--- src/rtl/spi_reg_ctrl.sv ---
// SPI mode-0 slave that sequences the register map: command / address / data bytes,
// read-mux addressing with MISO shift-out, and single-cycle write strobes.
module spi_reg_ctrl #(
    parameter int         SYNC_STAGES = 2,
    parameter bit         AUTO_INC    = 1'b1,
    parameter logic [7:0] CMD_WR      = 8'h01,
    parameter logic [7:0] CMD_RD      = 8'h00
) (
    input  logic       clk,
    input  logic       rst,
    input  logic       spi_sclk,
    input  logic       spi_cs_n,
    input  logic       spi_mosi,
    output logic       spi_miso,
    output logic [7:0] addr,
    input  logic [7:0] data_in,
    output logic [7:0] wr_addr,
    output logic [7:0] wr_data,
    output logic       wr_stb,
    output logic       busy,
    output logic       frame_err
);

    typedef enum logic [2:0] {
        S_IDLE, S_CMD, S_ADDR_WR, S_ADDR_RD, S_DATA_WR, S_DATA_RD, S_IGNORE
    } state_t;

    state_t r_state, w_state_nxt;

    logic [SYNC_STAGES-1:0] r_sclk_sync, r_cs_sync, r_mosi_sync;
    logic [SYNC_STAGES:0]   r_settle;
    logic       r_sclk_d, r_cs_d, r_mosi_d, r_armed;
    logic       r_sclk_rise, r_sclk_fall, r_cs_fall, r_cs_rise;
    logic [2:0] r_bit_cnt;
    logic [7:0] r_rx_sr, r_tx_sr, r_addr, r_wr_addr, r_wr_data;
    logic       r_wr_stb, r_frame_err, r_load_pend;

    logic       w_sclk, w_cs_n, w_mosi, w_byte_done, w_err_nxt;
    logic [7:0] w_rx_byte;

    assign w_sclk    = r_sclk_sync[SYNC_STAGES-1];
    assign w_cs_n    = r_cs_sync[SYNC_STAGES-1];
    assign w_mosi    = r_mosi_sync[SYNC_STAGES-1];
    assign w_rx_byte = {r_rx_sr[6:0], r_mosi_d};
    assign w_byte_done = r_sclk_rise && !r_cs_rise && (r_state != S_IDLE) && (r_bit_cnt == 3'd7);

    // Synchronisers plus the registered edge-detect stage. r_armed stays low after reset
    // until CS is seen idle, so a frame already open at reset release is never decoded.
    always_ff @(posedge clk or posedge rst) begin
        if (rst) begin
            r_sclk_sync <= '0;
            r_cs_sync   <= '1;
            r_mosi_sync <= '0;
            r_settle    <= '0;
            r_sclk_d    <= 1'b0;
            r_cs_d      <= 1'b1;
            r_mosi_d    <= 1'b0;
            r_armed     <= 1'b0;
            r_sclk_rise <= 1'b0;
            r_sclk_fall <= 1'b0;
            r_cs_fall   <= 1'b0;
            r_cs_rise   <= 1'b0;
        end else begin
            r_sclk_sync <= {r_sclk_sync[SYNC_STAGES-2:0], spi_sclk};
            r_cs_sync   <= {r_cs_sync[SYNC_STAGES-2:0], spi_cs_n};
            r_mosi_sync <= {r_mosi_sync[SYNC_STAGES-2:0], spi_mosi};
            r_settle    <= {r_settle[SYNC_STAGES-1:0], 1'b1};
            r_sclk_d    <= w_sclk;
            r_cs_d      <= w_cs_n;
            r_mosi_d    <= w_mosi;
            if (r_settle[SYNC_STAGES] && w_cs_n && r_cs_d)
                r_armed <= 1'b1;
            r_sclk_rise <= w_sclk & ~r_sclk_d;
            r_sclk_fall <= ~w_sclk & r_sclk_d;
            r_cs_fall   <= r_armed & r_cs_d & ~w_cs_n;
            r_cs_rise   <= w_cs_n & ~r_cs_d;
        end
    end

    always_comb begin
        w_state_nxt = r_state;
        w_err_nxt   = 1'b0;
        if (r_cs_rise) begin
            w_state_nxt = S_IDLE;
            w_err_nxt   = (r_state != S_IDLE) && (r_bit_cnt != 3'd0);
        end else begin
            case (r_state)
                S_IDLE:    if (r_cs_fall) w_state_nxt = S_CMD;
                S_CMD: begin
                    if (w_byte_done) begin
                        if (w_rx_byte == CMD_WR)      w_state_nxt = S_ADDR_WR;
                        else if (w_rx_byte == CMD_RD) w_state_nxt = S_ADDR_RD;
                        else begin
                            w_state_nxt = S_IGNORE;
                            w_err_nxt   = 1'b1;
                        end
                    end
                end
                S_ADDR_WR: if (w_byte_done) w_state_nxt = S_DATA_WR;
                S_ADDR_RD: if (w_byte_done) w_state_nxt = S_DATA_RD;
                default:   w_state_nxt = r_state;
            endcase
        end
    end

    always_ff @(posedge clk or posedge rst) begin
        if (rst) r_state <= S_IDLE;
        else     r_state <= w_state_nxt;
    end

    always_ff @(posedge clk or posedge rst) begin
        if (rst) begin
            r_bit_cnt   <= 3'd0;
            r_rx_sr     <= 8'h00;
            r_tx_sr     <= 8'h00;
            r_addr      <= 8'h00;
            r_wr_addr   <= 8'h00;
            r_wr_data   <= 8'h00;
            r_wr_stb    <= 1'b0;
            r_frame_err <= 1'b0;
            r_load_pend <= 1'b0;
        end else begin
            r_frame_err <= w_err_nxt;
            r_wr_stb    <= w_byte_done && (r_state == S_DATA_WR);

            if (r_state == S_IDLE || r_cs_rise) begin
                r_bit_cnt <= 3'd0;
            end else if (r_sclk_rise) begin
                r_bit_cnt <= r_bit_cnt + 3'd1;
                r_rx_sr   <= w_rx_byte;
            end

            if (w_byte_done) begin
                case (r_state)
                    S_ADDR_WR, S_ADDR_RD: r_addr <= w_rx_byte;
                    S_DATA_WR, S_DATA_RD: if (AUTO_INC) r_addr <= r_addr + 8'd1;
                    default: ;
                endcase
                if (r_state == S_DATA_WR) begin
                    r_wr_addr <= r_addr;
                    r_wr_data <= w_rx_byte;
                end
            end

            // data_in is sampled on the falling edge after each byte, once addr has settled
            if (r_state == S_IDLE || r_cs_rise)
                r_load_pend <= 1'b0;
            else if (w_byte_done && (r_state == S_ADDR_RD || r_state == S_DATA_RD))
                r_load_pend <= 1'b1;
            else if (r_sclk_fall)
                r_load_pend <= 1'b0;

            if (r_sclk_fall && r_load_pend)
                r_tx_sr <= data_in;
            else if (r_sclk_fall && r_state == S_DATA_RD)
                r_tx_sr <= {r_tx_sr[6:0], 1'b0};
        end
    end

    assign spi_miso  = (r_state == S_DATA_RD) ? r_tx_sr[7] : 1'b0;
    assign addr      = r_addr;
    assign wr_addr   = r_wr_addr;
    assign wr_data   = r_wr_data;
    assign wr_stb    = r_wr_stb;
    assign busy      = (r_state != S_IDLE);
    assign frame_err = r_frame_err;

endmodule

--- config.mk ---
export PLATFORM = sky130hd
export DESIGN_NAME = spi_reg_ctrl
export DESIGN_NICKNAME = d
export VERILOG_FILES = /design/src/rtl/spi_reg_ctrl.sv
export SDC_FILE = /design/constraint.sdc
export NUM_CORES = 1
export LEC_CHECK = 0
export ABC_AREA = 1
export CORE_MARGIN = 8
export CORE_UTILIZATION = 35
export CTS_CLUSTER_SIZE = 14
export DETAILED_ROUTE_END_ITERATION = 7
export HOLD_SLACK_MARGIN = 0.12
export PLACE_DENSITY = 0.61
export SETUP_SLACK_MARGIN = 0.2
export SKIP_LAST_GASP = 1
export SLEW_MARGIN = 20
export SYNTH_ARGS = -nofsm -noshare
export SYNTH_HDL_FRONTEND = slang
export SYNTH_SLANG_ARGS = --single-unit
--- constraint.sdc ---
create_clock -name clk -period 2.55 [get_ports clk]
set_input_delay 0.255 -clock clk [delete_from_list [all_inputs] [get_ports clk]]
set_output_delay 0.255 -clock clk [all_outputs]
set_load 0.01 [all_outputs]
# Yosys cells after proc, flatten, opt, wreduce, memory -nomap -nowiden

Cells that the tools add are included.

Memory bits (read-only): 0
Memories kept: 0
Bits in latches: 0
Output and inout port bits: 28
Memory bits (writable): 0
Register bits after elaboration: 65

Equal/unequal tests: 11
Muxes and demuxes: 22
Bitwise gates (word level): 10
Reduce and logical (&&, ||, !) cells: 28
Magnitude comparators: 0
$mul: 0
Add/subtract/negate cells: 2
Shifts and indexed selects: 0
Div/mod/pow operators: 0

Operators with widths:

| cell                  | count |
|---|---|
| $mux W3               | 9 |
| $mux W8               | 2 |
| $pmux W8 S2           | 1 |
| $ne A3 B3 Y1 const B  | 4 |
| $pmux W3 S4           | 1 |
| $logic_and A1 B1 Y1   | 10 |
| $eq A3 B3 Y1 const B  | 3 |
| $mux W1               | 9 |
| $reduce_bool A3 Y1    | 3 |
| $add A8 B1 Y8 const B | 1 |
| $eq A8 B1 Y1 const B  | 1 |
| $logic_not A8 Y1      | 1 |
| $eq A3 B2 Y1 const B  | 2 |
| $reduce_and A2 Y1     | 3 |
| $reduce_bool A2 Y1    | 3 |
| $and A1 B1 Y1         | 5 |
| $not A1 Y1            | 5 |
| $reduce_and A5 Y1     | 1 |
| $reduce_bool A5 Y1    | 1 |
| $reduce_or A2 Y1      | 2 |
| $add A3 B1 Y3 const B | 1 |
| $eq A3 B1 Y1 const B  | 1 |
| $logic_not A3 Y1      | 1 |
| $logic_or A1 B1 Y1    | 2 |
| $logic_not A1 Y1      | 1 |

# Depth between registers and ports, before layout

Gate-level depths: netlist of run 1.

Word-level depth: 7
Gate-level depth with buffers: 8
Gate-level depth less buffers: 8

# Worst setup path before layout of run 1

No wires, ideal clock.

Kind: reg-to-reg
From: register r_state[0]
To: register r_addr[3], in the netlist addr[3]
Setup time: 0.127 ns
Buffers on the path: 1
Required time: 2.423 ns
Stages on the path, launching flop included: 8
Data arrival time: 1.237 ns
Path slack: 1.186 ns
Clock period less this slack: 1.364 ns
Cells stage by stage: dfrtp_1 > nor2_4 > nand2_1 > nand2_1 > inv_2 > a21oi_4 > buf_6 > o21ai_0

Word-level cells in the longest chain between the ends: 4
Elaborated cells between the ends (all ways): 12

RTL lines:

| element                                                                    | RTL line | text |
|---|---|---|
| start, declared                                                            | 28       | `state_t r_state, w_state_nxt;` |
| start signal, assigned                                                     | 108      | `else r_state <= w_state_nxt;` |
| $eq A3 B3 Y1 (tied with other cells)                                       | 134      | `case (r_state)` |
| $reduce_or A2 Y1 or $logic_and A1 B1 Y1 (tied branches)                    | 134, 45  |  |
| $reduce_bool A2 Y1 (no source line) or $logic_and A1 B1 Y1 (tied branches) | -        |  |
| $reduce_and A2 Y1 (no source line)                                         | -        |  |
| end signal, assigned                                                       | 135      | `S_ADDR_WR, S_ADDR_RD: r_addr <= w_rx_byte;` |
| end signal, assigned                                                       | 136      | `S_DATA_WR, S_DATA_RD: if (AUTO_INC) r_addr <= r_addr + 8'd1;` |
| end, declared                                                              | 35       | `logic [7:0] r_rx_sr, r_tx_sr, r_addr, r_wr_addr, r_wr_data;` |

Several ways; a longest one is shown, not always the timed one.
A chain may end at the register's enable or synchronous reset.

# Final worst setup path of run 1

From: register r_state[1]
To: output spi_miso

Word-level cells in the longest chain between the ends: 2

RTL lines:

| element       | RTL line | text |
|---|---|---|
| $eq A3 B3 Y1  | 160      | `assign spi_miso = (r_state == S_DATA_RD) ? r_tx_sr[7] : 1'b0;` |
| $mux W1       | 160      |  |
| end, declared | 14       | `output logic spi_miso,` |

No other way between the ends.

==> results.yml, run 1 <==
critical_path:
  cp_data_arrival_time_ps: 1660
  r2r-start: "r_state[0]$_DFFE_PP0P_"
  critPathLaunchType: "flop"
  cp.required_ps: 2300
  path_class: "flop to output pin"
  r2r_cells: 8
  end_kind: "output pin"
  critPathMaxFanout: 4
  worstReg2RegEnd: "addr[5]$_DFFE_PP0P_"
  reg2reg_slack_ps: 660
floorplanning:
  io-pin-count: 41
  dieArea_um2: 11460
  die-width_um: 107.1
  die_y_um: 107.1
  rows: 33
  core-area_um2: 8134
  start_util: 0.3569
synthesis:
  synth_top_family_by_area: "simple AND/OR/NAND/NOR gates"
  synth_xor_xnor_area_share: 0.003017
  synth_fp_nets: 330
  postSynthAreaPerCell_um2: 9.274
  synthAdderAreaFrac: 0.01724
  synthMuxAreaShare: 0
  ys.warnings.count: 0
  synth_compound_area_frac: 0.1353
  synth_edf_count: 0
  ys_types: 28
  synthSimpleGateAreaFrac: 0.2000
  ys.flop_type: "dfrtp_1"
  synth_seq_cells: 65
  synthesis.area_um2: 2903
  synthCells: 313
  async_reset_ff_frac: 1.000
  yosysSeqAreaShare: 0.5616
global_route:
  grt_overflow_total: 0
  grt_pass1_wl_um: 9811
  grt_pass1_vias: 2106
  antenna_found_initial: 0
  grt_usage: 0.1053
  grt_start_max_net_pins: 42
timing:
  setup_ws_ps: 636.0
  finalCritPeriodShare: 0.7506
  setup-tns-final_ps: 0
  maxSlewViolCount: 0
  hold_viol: 0
  finClkSkew_ps: 8.877
  finalHoldWorstSlack_ps: 294.3
  rsz0062_at_grt: "no"
  setup_viol_count_final: 0
  max_slew_margin: 0.6451
  max_freq_ghz: 0.5225
  period_minus_slack_ps: 1914
  worst_pin_slew_ps: 532.3
clock_network:
  clock_latency_ps: 330
  post-cts-setup-buffers: 0
  clkSinkCount: 65
  cts.repair.resized: 0
  cts-root-buf: "clkbuf_8"
  numCtsBuffers: 9
  cts_hold_buf: 0
  cts.clk_slew.worst_paths_ps: 70
  clock_path_buffers: 2
  htreeDepth: 3
  cts_tree: "built"
power_and_ir_drop:
  p_sw_w: 0.0008386
  power.density_nw_per_um2: 747.8
  cellLeakagePower_nw: 1.643
  p_int_w: 0.001837
  switching_share: 0.3134
  seqPwrFrac: 0.455
  irDropWorstVdd_mv: 0.2690
  pwr-share-comb: 0.221
  p_clk_frac: 0.324
min_path:
  hold_class: "primary input to async pin"
routing:
  vias: 2122
  avgRoutedWirePerCell_um: 12.33
  wirelength_um: 5746
  first_pass_iters: 5
  drcViolationCount: 0
  viasPerCell: 4.554
  antenna_left: 0
  drt_first_iter_violations: 124
placed_design:
  portBuffers: 40
  pre_cts_slack_ps: 666.7
  place_area_um2: 3379
  place_congestion: 0.7517
  hpwl_um: 4175
cells_and_area:
  syn_to_final_growth_pct: 23.28
  layout-drive-gt1-share: 0.1330
  antenna_cells: 0
  final_cell_area_um2: 3578
  finish.utilization: 0.4399
  final_nets: 373
run_status:
  status: "completed"
run:
  drv_cap: 0
cell families after synthesis:
kind of cell	Yosys count
flip-flops	65
AND/OR/NAND/NOR	131
XOR/XNOR	1
other	1
buffers and inverters	52
adder cells (fa/ha/maj)	4
AO/OA/AOI/OAI	59
registers in the layout, summed over array words and instances, names as in the netlist, 2 cells and up:
register     count
addr             8
r_state          3
r_cs_sync        2
r_rx_sr          7
r_bit_cnt        3
r_tx_sr          8
r_settle         3
wr_addr          8
r_sclk_sync      2
r_mosi_sync      2
wr_data          8
power by group through the flow:
stage	registers [W]	logic (W)	clock network, W
2_1_floorplan	0.00122	0.000444	0
3_3_place_gp	0.00123	0.000583	0
3_5_place_dp	0.00124	0.000595	0
4_1_cts	0.00122	0.000599	0.000897
5_1_grt	0.00123	0.000687	0.000931
6_report	0.00122	0.000591	0.000868
cells in the mapped netlist (2+ instances only):
cell type | instances | area (µm²)
dfstp_2 | 3 | 78.83
buf_4 | 2 | 15.01
inv_2 | 3 | 11.26
o21ai_1 | 3 | 15.01
dfrtp_1 | 62 | 1551
nor2_4 | 2 | 22.52
nand4_1 | 2 | 12.51
a21oi_1 | 4 | 20.02
buf_2 | 3 | 15.01
o21ai_2 | 17 | 148.9
nand2_1 | 77 | 289.0
a31oi_1 | 7 | 43.79
o21ai_0 | 23 | 115.1
nand3_4 | 2 | 35.03
nand3_1 | 22 | 110.1
inv_1 | 40 | 150.1
nor2_1 | 24 | 90.09
ha_1 | 4 | 50.05
buf_6 | 4 | 45.04
critical path: stages (launching register included):
cell             delay (ps)
dfrtp_1                 420
inv_1                   120
nand3_2                 110
nor2_1                  130
clkdlybuf4s50_1         550
layer usage:
layer,vias up,wire length (µm),GRT usage
met5,-,0,0
met4,0,99,0.05126
met3,10,257,0.02819
met2,33,2611,0.1606
met1,994,2777,0.1350
li1,1085,-,-
stage by stage:
step           cells  total power, W
2_1_floorplan    313        0.001660
3_3_place_gp     450        0.001812
3_5_place_dp     450        0.001831
4_1_cts          466        0.002712
5_1_grt          466        0.002848
6_report         466        0.002676
worst max path at each step:
stage | depth (start not counted) | from | endpoint | slack [ps]
final | 4 | r_state[1]$_DFFE_PP0P_ | spi_miso | 640
after detailed placement | 8 | r_state[0]$_DFFE_PP0P_ | addr[5]$_DFFE_PP0P_ | 670
after global routing | 8 | r_state[0]$_DFFE_PP0P_ | addr[7]$_DFFE_PP0P_ | 510
after global placement | 8 | r_state[0]$_DFFE_PP0P_ | addr[6]$_DFFE_PP0P_ | 780
after floorplan | 1 | rst | addr[0]$_DFFE_PP0P_ | 670
after CTS | 3 | r_state[2]$_DFFE_PP0P_ | spi_miso | 600
final cells by class:
cell class,instances,area [µm²]
Fill cell,766,4556
Sequential cell,65,1630
Timing Repair Buffer,41,420.4
Clock buffer,13,158.9
Clock inverter,3,40.04
Inverter,43,161.4
Tap cell,105,131.4
Multi-Input combinational cell,196,1036
cells in the final DEF, fill, tap and decap left out, types with 7 or more instances in the layout:
cell type,count
a31oi_1,7
clkbuf_8,11
clkdlybuf4s50_1,40
dfrtp_1,62
inv_1,39
nand2_1,77
nand3_1,22
nor2_1,24
o21ai_0,23
o21ai_2,17
(Power assumes the default switching activity.)
==> inputs of run 2 (changes only) <==
--- a/config.mk
+++ b/config.mk
@@ -11,7 +11,7 @@
 export CTS_CLUSTER_SIZE = 14
 export DETAILED_ROUTE_END_ITERATION = 7
 export HOLD_SLACK_MARGIN = 0.12
-export PLACE_DENSITY = 0.61
+export PLACE_DENSITY = 0.63
 export SETUP_SLACK_MARGIN = 0.2
 export SKIP_LAST_GASP = 1
 export SLEW_MARGIN = 20
==> constraint.sdc (replaced) <==
create_clock -name clk -period 1.6 [get_ports clk]
set_input_delay 0.16 -clock clk [delete_from_list [all_inputs] [get_ports clk]]
set_output_delay 0.16 -clock clk [all_outputs]
set_load 0.01 [all_outputs]
==> results.yml, run 2 (synthesis gave the netlist of run 1 again) <==
cells_and_area:
  final_nets: 406
  syn_to_final_growth_pct: 45.09
  final_common_cell: "dfrtp_1"
  fillers: 697
  final_cell_area_um2: 4212
  antenna_cells: 0
  layout-drive-gt1-share: 0.3299
  final_cell_mix: "dfrtp_1, nand2_1, inv_1"
global_route:
  grt_start_max_net_pins: 66
  grt_usage: 0.1217
  antenna_found_initial: 0
  grt_pass1_vias: 2356
  grt_pass1_wl_um: 11070
  grt_overflow_total: 0
routing:
  antenna_left: 0
  vias: 2312
  avgRoutedWirePerCell_um: 13.42
  first_pass_iters: 4
  drt_first_iter_violations: 85
  wirelength_um: 6698
  viasPerCell: 4.633
  drcViolationCount: 0
timing:
  finalCritPeriodShare: 0.9493
  setup_viol_count_final: 0
  maxSlewViolCount: 0
  rsz0062_at_grt: "yes"
  setup-tns-final_ps: 0
  finClkSkew_ps: 5.049
  max_freq_ghz: 0.6584
  hold_viol: 0
  period_minus_slack_ps: 1519
floorplanning:
  rows: 33
  die-width_um: 107.1
  start_util: 0.3569
  io-pin-count: 41
  die_y_um: 107.1
  core-area_um2: 8134
  dieArea_um2: 11460
clock_network:
  clock_path_buffers: 2
  htreeDepth: 3
  clkSinkCount: 65
  numCtsBuffers: 9
  cts.clk_slew.worst_paths_ps: 70
  cts_tree: "built"
  cts_hold_buf: 0
  cts-root-buf: "clkbuf_8"
  clock_latency_ps: 340
run:
  drv_cap: 0
critical_path:
  path_class: "flop to flop"
  critPathMaxFanout: 5
  critPathLaunchType: "flop"
  end_kind: "flop"
  cp.required_ps: 1830
  cp_data_arrival_time_ps: 1750
power_and_ir_drop:
  irDropWorstVdd_mv: 0.5987
  cellLeakagePower_nw: 2.041
  power.density_nw_per_um2: 1120
min_path:
  hold_class: "primary input to flop"
placed_design:
  portBuffers: 40
  place_congestion: 0.7700
  place_area_um2: 3461
  hpwl_um: 4043
run_status:
  status: "completed"
==> run 2: metrics by stage <==
step / setup WS (ps) / utilization / instances / power [W] / hold slack, ps
final: 81.07 / 0.5178 / 499 / 0.004718 / 219.9
after floorplan: 235.5 / - / 313 / 0.002646 / 164.5
after global placement: 124.0 / 0.4255 / 457 / 0.002907 / 332.6
after detailed placement: 93.99 / 0.4255 / 457 / 0.002934 / 334.7
after global routing: 27.75 / 0.5178 / 499 / 0.005033 / 210.1
after CTS: 93.16 / 0.4996 / 494 / 0.004514 / 199.0
==> run 2: worst max-delay path, stage by stage (launching register included) <==
cell,delay (ps)
dfrtp_1,370
ha_2,220
ha_4,140
nand3_4,80
inv_2,90
nand3_4,100
buf_6,160
buf_12,140
nand2_4,50
o21ai_2,40
==> run 2: layout make-up <==
class	instances	area, µm²	area share
sequential	65	1637	0.3886
clock buffer	10	137.6	0.03268
inverter	43	167.7	0.03981
multi-input combinational	196	1259	0.2989
timing repair buffer	74	822.0	0.1952
tap	105	131.4	0.03119
clock inverter	6	57.56	0.01367
==> run 2: path summary, 6_finish.rpt <==
check                                    startpoint                       end  slack, ps  cells after the start
max                        r_bit_cnt[1]$_DFFE_PP0P_    wr_data[5]$_DFFE_PP0P_         80                      9
min                                        spi_cs_n    r_cs_sync[0]$_DFF_PP1_        220                      1
max reg2reg                r_bit_cnt[1]$_DFFE_PP0P_    wr_data[5]$_DFFE_PP0P_         80                      9
min reg2reg                r_mosi_sync[0]$_DFF_PP0_  r_mosi_sync[1]$_DFF_PP0_        350                      0
max in group asynchronous                       rst          r_cs_d$_DFF_PP1_       1050                      3
min in group asynchronous                       rst    r_state[1]$_DFFE_PP0P_        260                      3
==> run 2: power breakdown <==
group	switching, W	internal (W)	total (W)
registers	0.000128	0.00181	0.00194
clock network	0.000638	0.000750	0.00139
logic	0.000802	0.000588	0.00139
total	0.00157	0.00315	0.00472
==> run 2: layer usage <==
layer | vias up | share of wire | global-route usage
met5 | - | 0 | 0
met4 | 0 | 0.026 | 0.07638
met1 | 1107 | 0.44 | 0.1459
met2 | 36 | 0.50 | 0.1924
li1 | 1156 | - | -
met3 | 13 | 0.035 | 0.02939
==> run 2: timing repair <==
item,in CTS,in global routing
pin swaps,4,4
setup endpoints to repair,56,41
resized for setup,91,31
setup buffers,16,4
cloned,5,1
